<file path="config.mk">
export PLATFORM = sky130hd
export DESIGN_NAME = jt6295_pipe_dec_flat
export DESIGN_NICKNAME = d
export VERILOG_FILES = /design/src/rtl/jt6295_pipe_dec_pkg.sv /design/src/rtl/jt6295_pipe_dec_if.sv /design/src/rtl/jt6295_adpcm_step.sv /design/src/rtl/jt6295_sh_rst.sv /design/src/rtl/jt6295_pipe_dec.sv /design/src/flat_wrapper.sv
export SDC_FILE = /design/constraint.sdc
export NUM_CORES = 1
export LEC_CHECK = 0
export BUFFER_PORTS_ARGS = -buffer_cell sky130_fd_sc_hd__buf_2
export CORE_MARGIN = 1.5
export CORE_UTILIZATION = 50
export CTS_CLUSTER_SIZE = 30
export DETAILED_ROUTE_END_ITERATION = 8
export PLACE_DENSITY = 0.69
export SLEW_MARGIN = 20
export SYNTH_ARGS = -nofsm -noshare
export SYNTH_HDL_FRONTEND = slang
export SYNTH_HIERARCHICAL = 1
export SYNTH_SLANG_ARGS = --single-unit
</file>
<file path="constraint.sdc">
create_clock -name clk -period 13.5 [get_ports clk]
set_input_delay 3.375 -clock clk [delete_from_list [all_inputs] [get_ports clk]]
set_output_delay 3.375 -clock clk [all_outputs]
set_load 0.02 [all_outputs]
</file>
<file path="src/rtl/jt6295_pipe_dec_pkg.sv">
// Shared widths, ADPCM tables and channel-state type for the channel pipe decoder.
package jt6295_pipe_dec_pkg;

  localparam int unsigned CH_N    = 4;
  localparam int unsigned SLOT_W  = 2;
  localparam int unsigned SIG_W   = 12;
  localparam int unsigned IDX_W   = 6;
  localparam int unsigned IDX_MAX = 48;
  localparam int unsigned NIB_W   = 4;
  localparam int unsigned ATT_W   = 4;
  localparam int unsigned SND_W   = 14;
  localparam int unsigned STEP_W  = 11;
  localparam int unsigned DIFF_W  = 12;
  localparam int unsigned SUM_W   = SIG_W + 2;
  localparam int unsigned DELTA_W = 5;
  localparam int unsigned GAIN_W  = 6;
  localparam int unsigned PROD_W  = SIG_W + GAIN_W + 1;
  localparam int unsigned ST_W    = SIG_W + IDX_W;

  typedef struct packed {
    logic signed [SIG_W-1:0] signal;
    logic [IDX_W-1:0]        index;
  } ch_state_t;

  localparam logic [STEP_W-1:0] STEP [49] = '{
    11'd16,   11'd17,   11'd19,   11'd21,   11'd23,   11'd25,   11'd28,   11'd31,
    11'd34,   11'd37,   11'd41,   11'd45,   11'd50,   11'd55,   11'd60,   11'd66,
    11'd73,   11'd80,   11'd88,   11'd97,   11'd107,  11'd118,  11'd130,  11'd143,
    11'd157,  11'd173,  11'd190,  11'd209,  11'd230,  11'd253,  11'd279,  11'd307,
    11'd337,  11'd371,  11'd408,  11'd449,  11'd494,  11'd544,  11'd598,  11'd658,
    11'd724,  11'd796,  11'd876,  11'd963,  11'd1060, 11'd1166, 11'd1282, 11'd1411,
    11'd1552 };

  localparam logic signed [DELTA_W-1:0] DELTA [8] = '{
    -5'sd1, -5'sd1, -5'sd1, -5'sd1, 5'sd2, 5'sd4, 5'sd6, 5'sd8 };

  // att 9..15 mute the channel
  localparam logic [GAIN_W-1:0] GAIN [16] = '{
    6'd32, 6'd22, 6'd16, 6'd11, 6'd8, 6'd6, 6'd4, 6'd3,
    6'd2,  6'd0,  6'd0,  6'd0,  6'd0, 6'd0, 6'd0, 6'd0 };

endpackage

</file>
<file path="src/rtl/jt6295_pipe_dec_if.sv">
// Serialized channel pipe plus the mixed sound output of the decoder.
interface jt6295_pipe_dec_if;
  import jt6295_pipe_dec_pkg::*;

  logic                    pipe_en;
  logic [ATT_W-1:0]        pipe_att;
  logic [NIB_W-1:0]        pipe_data;
  logic signed [SND_W-1:0] sound;
  logic                    sample;

  modport master (output pipe_en, pipe_att, pipe_data, input  sound, sample);
  modport slave  (input  pipe_en, pipe_att, pipe_data, output sound, sample);
endinterface

</file>
<file path="src/rtl/jt6295_adpcm_step.sv">
// One OKI ADPCM decode step: next signal (saturated) and next step index.
module jt6295_adpcm_step
  import jt6295_pipe_dec_pkg::*;
(
  input  logic signed [SIG_W-1:0] signal,
  input  logic [IDX_W-1:0]        index,
  input  logic [NIB_W-1:0]        nibble,
  output logic signed [SIG_W-1:0] signal_nx,
  output logic [IDX_W-1:0]        index_nx
);
  localparam logic signed [SUM_W-1:0] SAT_HI = SUM_W'(2047);
  localparam logic signed [SUM_W-1:0] SAT_LO = SUM_W'(-2048);

  logic [STEP_W-1:0]       step;
  logic [DIFF_W-1:0]       diff;
  logic signed [SUM_W-1:0] sum;
  logic signed [IDX_W:0]   idx_sum;

  // diff can reach 2910 at the top of the table, so it and the sum carry extra headroom
  always_comb begin
    step = STEP[index];
    diff = DIFF_W'(step >> 3);
    if (nibble[2]) diff = diff + DIFF_W'(step);
    if (nibble[1]) diff = diff + DIFF_W'(step >> 1);
    if (nibble[0]) diff = diff + DIFF_W'(step >> 2);

    if (nibble[3]) sum = SUM_W'(signal) - $signed(SUM_W'(diff));
    else           sum = SUM_W'(signal) + $signed(SUM_W'(diff));

    if (sum > SAT_HI)      signal_nx = SIG_W'(SAT_HI);
    else if (sum < SAT_LO) signal_nx = SIG_W'(SAT_LO);
    else                   signal_nx = SIG_W'(sum);

    idx_sum = $signed({1'b0, index}) + (IDX_W+1)'(DELTA[nibble[2:0]]);
    if (idx_sum[IDX_W])                          index_nx = '0;
    else if (idx_sum > (IDX_W+1)'(IDX_MAX))      index_nx = IDX_W'(IDX_MAX);
    else                                         index_nx = IDX_W'(idx_sum);
  end
endmodule

</file>
<file path="src/rtl/jt6295_sh_rst.sv">
// Enabled shift register with asynchronous clear; drop is the oldest stage.
module jt6295_sh_rst #(
  parameter int unsigned WIDTH  = 18,
  parameter int unsigned STAGES = 4
) (
  input  logic             rst,
  input  logic             clk,
  input  logic             clk_en,
  input  logic [WIDTH-1:0] din,
  output logic [WIDTH-1:0] drop
);
  logic [WIDTH-1:0] bits [STAGES];

  always_ff @(posedge clk or posedge rst) begin
    if (rst) begin
      for (int i = 0; i < int'(STAGES); i++) bits[i] <= '0;
    end else if (clk_en) begin
      bits[0] <= din;
      for (int i = 1; i < int'(STAGES); i++) bits[i] <= bits[i-1];
    end
  end

  assign drop = bits[STAGES-1];
endmodule

</file>
<file path="src/rtl/jt6295_pipe_dec.sv">
// Decodes the serialized channel pipe into per-channel ADPCM signals, attenuates
// them and mixes the four channels into one 14-bit sample per frame.
module jt6295_pipe_dec
  import jt6295_pipe_dec_pkg::*;
#(
  parameter int unsigned LAT = 2
) (
  input  logic              rst,
  input  logic              clk,
  input  logic              cen,
  jt6295_pipe_dec_if.slave  pipe
);
  localparam logic [SLOT_W-1:0] SLOT_RST = SLOT_W'((CH_N - (LAT % CH_N)) % CH_N);

  logic [SLOT_W-1:0]       slot;
  ch_state_t               head, wr;
  logic signed [SIG_W-1:0] sig_nx;
  logic [IDX_W-1:0]        idx_nx;
  logic [GAIN_W-1:0]       gain;
  logic signed [PROD_W-1:0] prod;
  logic signed [SIG_W-1:0] contrib, contrib_nx;
  logic signed [SND_W-1:0] acc, sound;
  logic                    sample, armed;

  jt6295_adpcm_step u_step (
    .signal    (head.signal),
    .index     (head.index),
    .nibble    (pipe.pipe_data),
    .signal_nx (sig_nx),
    .index_nx  (idx_nx)
  );

  jt6295_sh_rst #(.WIDTH(ST_W), .STAGES(CH_N)) u_ring (
    .rst    (rst),
    .clk    (clk),
    .clk_en (cen),
    .din    (wr),
    .drop   (head)
  );

  // Write-back state and attenuated contribution; a disabled slot restarts from zero
  always_comb begin
    wr         = '0;
    prod       = '0;
    contrib_nx = '0;
    gain       = GAIN[pipe.pipe_att];
    if (pipe.pipe_en) begin
      wr.signal  = sig_nx;
      wr.index   = idx_nx;
      prod       = PROD_W'(sig_nx) * PROD_W'($signed({1'b0, gain}));
      contrib_nx = SIG_W'(prod >>> 5);
    end
  end

  // On slot 0 contrib holds channel 3, closing the frame; the first frame after
  // reset is partial and only clears the accumulator
  always_ff @(posedge clk or posedge rst) begin
    if (rst) begin
      slot    <= SLOT_RST;
      contrib <= '0;
      acc     <= '0;
      sound   <= '0;
      sample  <= 1'b0;
      armed   <= 1'b0;
    end else if (!cen) begin
      sample <= 1'b0;
    end else begin
      slot    <= slot + SLOT_W'(1);
      contrib <= contrib_nx;
      if (slot == '0) begin
        sample <= armed;
        if (armed) sound <= acc + SND_W'(contrib);
        acc   <= '0;
        armed <= 1'b1;
      end else begin
        sample <= 1'b0;
        acc    <= acc + SND_W'(contrib);
      end
    end
  end

  assign pipe.sound  = sound;
  assign pipe.sample = sample;
endmodule
</file>
<file path="src/flat_wrapper.sv">
// flat-port wrapper written by rule: the top's interface ports become plain ports
module jt6295_pipe_dec_flat import jt6295_pipe_dec_pkg::*;
#(
  parameter int unsigned LAT = 2
)
  (rst, clk, cen, pipe_pipe_en, pipe_pipe_att, pipe_pipe_data, pipe_sound, pipe_sample);
  jt6295_pipe_dec_if pipe_i ();
  input  logic rst;
  input  logic clk;
  input  logic cen;
  input wire logic [$bits(pipe_i.pipe_en)-1:0] pipe_pipe_en;
  input wire logic [$bits(pipe_i.pipe_att)-1:0] pipe_pipe_att;
  input wire logic [$bits(pipe_i.pipe_data)-1:0] pipe_pipe_data;
  output wire logic [$bits(pipe_i.sound)-1:0] pipe_sound;
  output wire logic [$bits(pipe_i.sample)-1:0] pipe_sample;
  assign pipe_i.pipe_en = pipe_pipe_en;
  assign pipe_i.pipe_att = pipe_pipe_att;
  assign pipe_i.pipe_data = pipe_pipe_data;
  assign pipe_sound = pipe_i.sound;
  assign pipe_sample = pipe_i.sample;
  jt6295_pipe_dec #(.LAT(LAT)) u_core (.rst(rst), .clk(clk), .cen(cen), .pipe(pipe_i));
endmodule
</file>
# Word-level counts from Yosys, hierarchy flattened
# Memory sizes are Yosys's and may differ from the RTL's.
# Index checks and enable logic that the tools add are counted.
[word_totals]
regBits = 116
in_bits = 12
memories = 3
romBits = 840
word_cells = 53
[mem_list]
columns = ["memory", "words", "word_bits", "read_ports", "rd_ports_with_merged_regs", "write_ports", "line", "source"]
rows = [
  ["(no name shown)", 64, 11, 1, 0, 0, "jt6295_adpcm_step.sv:21", "step = STEP[index];"],
  ["(no name shown)", 16, 6, 1, 0, 0, "jt6295_pipe_dec.sv:46", "gain = GAIN[pipe.pipe_att];"],
  ["(no name shown)", 8, 5, 1, 0, 0, "jt6295_adpcm_step.sv:34", "idx_sum = $signed({1'b0, index}) + (IDX_W+1)'(DELTA[nibble[2:0]]);"],
]
[op_classes]
order_cmp = 6
n_addsub = 8
mul = 1
n_reduce_logical = 3
bitwise = 3
mux = 19
[ops]
columns = ["op", "n"]
rows = [
  ["$mux 12", 6],
  ["$mux 14", 2],
  ["$mux 6", 4],
  ["$mux 11", 2],
  ["$mux 18", 1],
  ["$mul 12x7->17", 1],
  ["$add 12x13->14", 1],
  ["$add 14x12->14", 1],
  ["$gt 14x12->1 const B", 1],
  ["$lt 14x12->1 const B", 1],
  ["$sub 12x13->14", 1],
  ["$add 12x10->12", 1],
  ["$add 12x9->12", 1],
  ["$add 8x11->12", 1],
  ["$mux 5", 2],
  ["$add 7x5->7", 1],
  ["$ge 7x7->1 const B", 1],
  ["$gt 7x6->1 const B", 1],
  ["$not 6->7", 1],
  ["$ge 5x5->1 const B", 1],
  ["$not 4->5", 1],
  ["$ge 4x4->1 const B", 1],
  ["$not 3->4", 1],
  ["$reduce_and 3->1", 1],
  ["4 further kinds", 5],
]

# Logic depth before layout (Yosys ltp)
[depth]
depth_word = 17
ltp_mapped = 67
depth_no_buf = 63

# By module
# The synthesis kept the hierarchy.
[modules_own_cells]
columns = ["module", "instances", "cells_per_inst", "area_per_inst_um2"]
rows = [
  ["jt6295_pipe_dec", 1, 531, 4790.8],
  ["jt6295_adpcm_step", 1, 633, 4425.5],
  ["jt6295_sh_rst", 1, 171, 3165.5],
]

# Worst setup path after synthesis
# Ideal clock, no wire load.
[synth_path]
path_type = "input to register"
startpoint = "input pipe_pipe_data[2]"
endpoint = "register u_core.contrib[10]"
cell_stages = 52
slack_ps = -1315
arrival_time_ps = 14695
path_cell_list = "clkbuf_1 nand2_1 a221oi_1 a311oi_1 xnor2_1 ha_1 nor2_1 mux2_2 a221o_1 a311oi_1 o31ai_1 a21o_1 ha_1 a211o_1 and3_1 a221oi_1 nand2b_1 o311ai_1 (+16 left out) buf_6 o21ai_2 and2_1 fa_1 fa_1 fa_1 inv_1 fa_1 inv_1 ha_1 and3_1 a21oi_1 o31ai_2 o221a_4 o41ai_4 o21bai_2 xor2_1 a31o_1"
[synth_via]
elab_chain_cells = 12
elab_cells_between_ends = 14
[synth_rtl]
columns = ["element", "line", "source"]
rows = [
  ["start: declaration", "flat_wrapper.sv:13", "input wire logic [$bits(pipe_i.pipe_data)-1:0] pipe_pipe_data;"],
  ["$mux 12 *", "jt6295_adpcm_step.sv:23", "if (nibble[2]) diff = diff + DIFF_W'(step);"],
  ["$add 12x10->12", "jt6295_adpcm_step.sv:24", "if (nibble[1]) diff = diff + DIFF_W'(step >> 1);"],
  ["$mux 12 *", "jt6295_adpcm_step.sv:24", ""],
  ["$add 12x9->12", "jt6295_adpcm_step.sv:25", "if (nibble[0]) diff = diff + DIFF_W'(step >> 2);"],
  ["$mux 12 *", "jt6295_adpcm_step.sv:25", ""],
  ["$add 12x13->14 / $sub 12x13->14 (equally long branches)", "jt6295_adpcm_step.sv:28, jt6295_adpcm_step.sv:27", ""],
  ["$mux 14 *", "jt6295_adpcm_step.sv:27", "if (nibble[3]) sum = SUM_W'(signal) - $signed(SUM_W'(diff));"],
  ["$lt 14x12->1", "jt6295_adpcm_step.sv:31", "else if (sum < SAT_LO) signal_nx = SIG_W'(SAT_LO);"],
  ["$mux 12", "jt6295_adpcm_step.sv:31", ""],
  ["$mux 12 *", "jt6295_adpcm_step.sv:30", "if (sum > SAT_HI) signal_nx = SIG_W'(SAT_HI);"],
  ["named net u_core.sig_nx[4]", "jt6295_pipe_dec.sv:17", "logic signed [SIG_W-1:0] sig_nx;"],
  ["$mul 12x7->17 *", "jt6295_pipe_dec.sv:50", "prod = PROD_W'(sig_nx) * PROD_W'($signed({1'b0, gain}));"],
  ["$mux 12 *", "jt6295_pipe_dec.sv:47", "if (pipe.pipe_en) begin"],
  ["end signal: assignment", "jt6295_pipe_dec.sv:69", "contrib <= contrib_nx;"],
  ["end: declaration", "jt6295_pipe_dec.sv:21", "logic signed [SIG_W-1:0] contrib, contrib_nx;"],
]
# The timed path passes the listed nets; every way through them passes the cells marked *.
# A chain may end at the register's enable or synchronous reset.

# Final worst setup path
[layout_path]
startpoint = "input pipe_pipe_data[2]"
endpoint = "register u_core.contrib[8]"
# The elaborated chain is that of the path after synthesis.

==> results.yml <==
critical_path:
  sort_of_element_at_the_end_of_the_critical_path: "flip-flop"
  slowest_stage: "sky130_fd_sc_hd__fa_1"
  r2r_start: "u_core/u_ring/drop[1]$_DFFE_PP0P_"
  worst-path-buf-inv: 8
  critical_path.startpoint_type: "input pin"
  critical-path-top-delay-family: "compound AO/OA/AOI/OAI gates"
  path_max_fanout: 5
  cp_data_required_time_ns: 13.78
  criticalPathCategory: "input pin to flip-flop"
  critPathLaunch: "pipe_pipe_data[2]"
  arrival_ns: 14.47
  slowest_delay_ns: 0.54
  crit_path_frequent_cell: "sky130_fd_sc_hd__ha_2"
grt:
  grt_pass1_vias: 10400
  grt_first_pass_wirelength_um: 51600
  global_route.overflow_total: 0
  grt_max_degree: 64
  grtUsageTotal: 0.245
  antenna_violations_before_repair: 0
logic_synthesis:
  ys_async_sr_fraction: 1.00
  synth_enable_flop_cells: 0
  yosys_register_bits: 116
  postSynth.topFlopCell: "sky130_fd_sc_hd__dfrtp_1"
  netlist_instances: 1335
  synthesis.yosys.warnings: 6
  netlist_area_mm2: 0.0124
  synthDistinctLibCells: 88
  postSynthAreaPerCell_um2: 9.27
  synth.yosys.seq_area_share: 0.235
  synth.net_count: 1500
timing:
  finalHoldViolations: 0
  rsz_0062_raised_after_global_routing: "true"
  fin_worst_hold_slack_ns: 0.465
  slew_headroom: 0.391
  setup_viols_final: 11
  setup_slack_ns: -0.694
  final_period_minus_worst_setup_slack_ns: 14.19
  final_max_slew_viol_count: 0
  max_slew.worst_pin.slew_ns: 0.910
  post_route_setup_tns_ns: -5.17
  fin_skew_ns: 0.0132
  max_freq_ghz: 0.0705
  finalCritPeriodShare: 1.05
die:
  std_cell_rows: 57
  initial_core_util: 0.509
  floorplan.die.height_um: 160
  floorplan.die_area_mm2: 0.0257
  ioPinCount: 27
  core_area_mm2: 0.0243
  die_span_x_um: 160
finish:
  diodes: 0
  finish.cell_count_without_fillers: 1854
  fill_cells: 1968
  fin_util: 0.626
  drive_gt1_frac: 0.308
  design.final.nets: 1682
  layout_area_growth_over_synthesis_pct: 22.9
worst_hold_path:
  hold_start: "u_core/armed$_DFFE_PP0P_"
  timing.hold.worst.class: "flip-flop to flip-flop"
placed_design:
  port_buffers: 26
  dpl.cell_count: 1800
  hpwl_um: 22700
  place.gp.congestion: 0.881
clock_tree:
  cts.clk_slew.worst_paths_ns: 0.06
  tritoncts_num_sinks: 116
  cts.htree.levels: 4
  cts-root-to-sink-buffers: 2
  tritoncts_clock_tree: "yes"
  clk_lat_worst_skew_ns: 0.42
  clock-root-buffer: "sky130_fd_sc_hd__clkbuf_16"
  ctsHoldBuffers: 0
  numCtsBuffers: 17
routing:
  route.vias.total: 10300
  via_cell_ratio: 5.57
  first_pass_iters: 5
  detailedRoute.firstIterationViolations: 681
  route.final.wire_length_um: 31500
  wire_per_inst_um: 17.0
  drtAntennaViolNets: 0
  detail_route.drc_violations: 0
flow_run:
  cap_viol_max_count: 0
outcome:
  violations: "setup timing"
  outcome: "finished with violations"
==> what timing repair did <==
| item | 4_1_cts | 5_1_grt |
|---|---|---|
| endpoints found under the setup margin | 11 | 12 |
| resized for setup | 43 | 49 |
| buffers inserted | 14 | 6 |
| cloned | 2 | 0 |
| pin swaps | 36 | 15 |
==> flip-flops by register name, indices dropped and copies added (netlist names) <==
| name | flops |
|---|---|
| u_core/u_ring/bits | 54 |
| u_core/u_ring/drop | 18 |
| u_core/acc | 14 |
| u_core/pipe.sound | 14 |
| u_core/contrib | 12 |
| u_core/slot | 2 |
| u_core/armed | 1 |
| u_core/pipe.sample | 1 |
==> layout make-up <==
type	instances	area [µm²]	area share
sequential	116	2900	0.191
clock inverter	12	129	0.00847
inverter	127	480	0.0316
tap	324	405	0.0266
clock buffer	20	447	0.0293
multi-input combinational	1017	9050	0.594
timing repair buffer	238	1810	0.119
==> worst register-to-register path, delay by kind of cell (launching register included) <==
family	cells	cell delay, ns
compound gates	23	4.67
simple gates	17	3.47
xor+xnor	4	0.64
fa+ha+maj	10	3.28
buf+inv	8	0.96
mux	1	0.25
flops	1	0.43
==> path summary, 6_finish.rpt <==
| kind | endpoint | cells after the start | slack (ns) |
|---|---|---|---|
| hold reg to reg | u_core/armed$_DFFE_PP0P_ | 1 | 0.47 |
| max in group asynchronous | u_core/u_ring/bits[42]$_DFFE_PP0P_ | 3 | 9.55 |
| min in group asynchronous | u_core/u_ring/drop[1]$_DFFE_PP0P_ | 2 | 2.88 |
| hold / removal | u_core/armed$_DFFE_PP0P_ | 1 | 0.47 |
| setup reg to reg | u_core/contrib[8]$_DFFE_PP0P_ | 63 | -0.31 |
| setup / recovery | u_core/contrib[8]$_DFFE_PP0P_ | 56 | -0.69 |
==> cells in the mapped netlist, types with 37 or more instances <==
| master | count | area [µm²] |
|---|---|---|
| sky130_fd_sc_hd__nand2_1 | 83 | 312 |
| sky130_fd_sc_hd__and2_1 | 51 | 319 |
| sky130_fd_sc_hd__nor2_1 | 62 | 233 |
| sky130_fd_sc_hd__o21ai_0 | 40 | 200 |
| sky130_fd_sc_hd__inv_1 | 124 | 465 |
| sky130_fd_sc_hd__fa_1 | 50 | 1000 |
| sky130_fd_sc_hd__dfrtp_1 | 115 | 2880 |
| sky130_fd_sc_hd__and3_1 | 39 | 244 |
| sky130_fd_sc_hd__a21oi_1 | 52 | 260 |
| sky130_fd_sc_hd__mux2_4 | 70 | 1050 |
| sky130_fd_sc_hd__ha_1 | 103 | 1290 |
| sky130_fd_sc_hd__xnor2_1 | 37 | 324 |
==> kinds of logic after synthesis <==
kind of cell / Yosys count / synth area share
adder cells (fa/ha/maj): 156 / 0.187
XOR/XNOR: 71 / 0.0502
AO/OA/AOI/OAI: 287 / 0.163
flip-flops: 116 / 0.235
buffers and inverters: 202 / 0.0801
multiplexers: 98 / 0.110
AND/OR/NAND/NOR: 405 / 0.175
==> through the flow <==
| stage | setup WS (ns) | area, µm² |
|---|---|---|
| floorplan | -0.526 | 12500 |
| global placement | -0.911 | 14000 |
| detailed placement | -1.16 | 14000 |
| CTS | -0.519 | 14900 |
| global route | -1.29 | 15200 |
| finish | -0.694 | 15200 |
==> metal layers <==
layer,part of all wire,global-route usage
met5,0,0
met4,0.012,0.0612
met3,0.035,0.0323
met2,0.48,0.403
met1,0.47,0.343
==> placed cells by master, fill, tap and decap left out, drive strengths merged, types with 13 or more instances in the layout <==
| cell | instances |
|---|---|
| a21o | 17 |
| a21oi | 53 |
| and2 | 51 |
| and3 | 40 |
| buf | 238 |
| clkbuf | 20 |
| dfrtp | 115 |
| fa | 50 |
| ha | 103 |
| inv | 126 |
| mux2 | 84 |
| mux2i | 13 |
| nand2 | 83 |
| nand2b | 28 |
| nand3 | 21 |
| nor2 | 62 |
| nor2b | 27 |
| nor3 | 27 |
| o21a | 16 |
| o21ai | 66 |
| o22ai | 24 |
| or3 | 17 |
| xnor2 | 37 |
| xor2 | 34 |
Power is left out: the tool's default activity adds up to more than one toggle a clock period on the data nets, which glitch-free logic cannot reach.
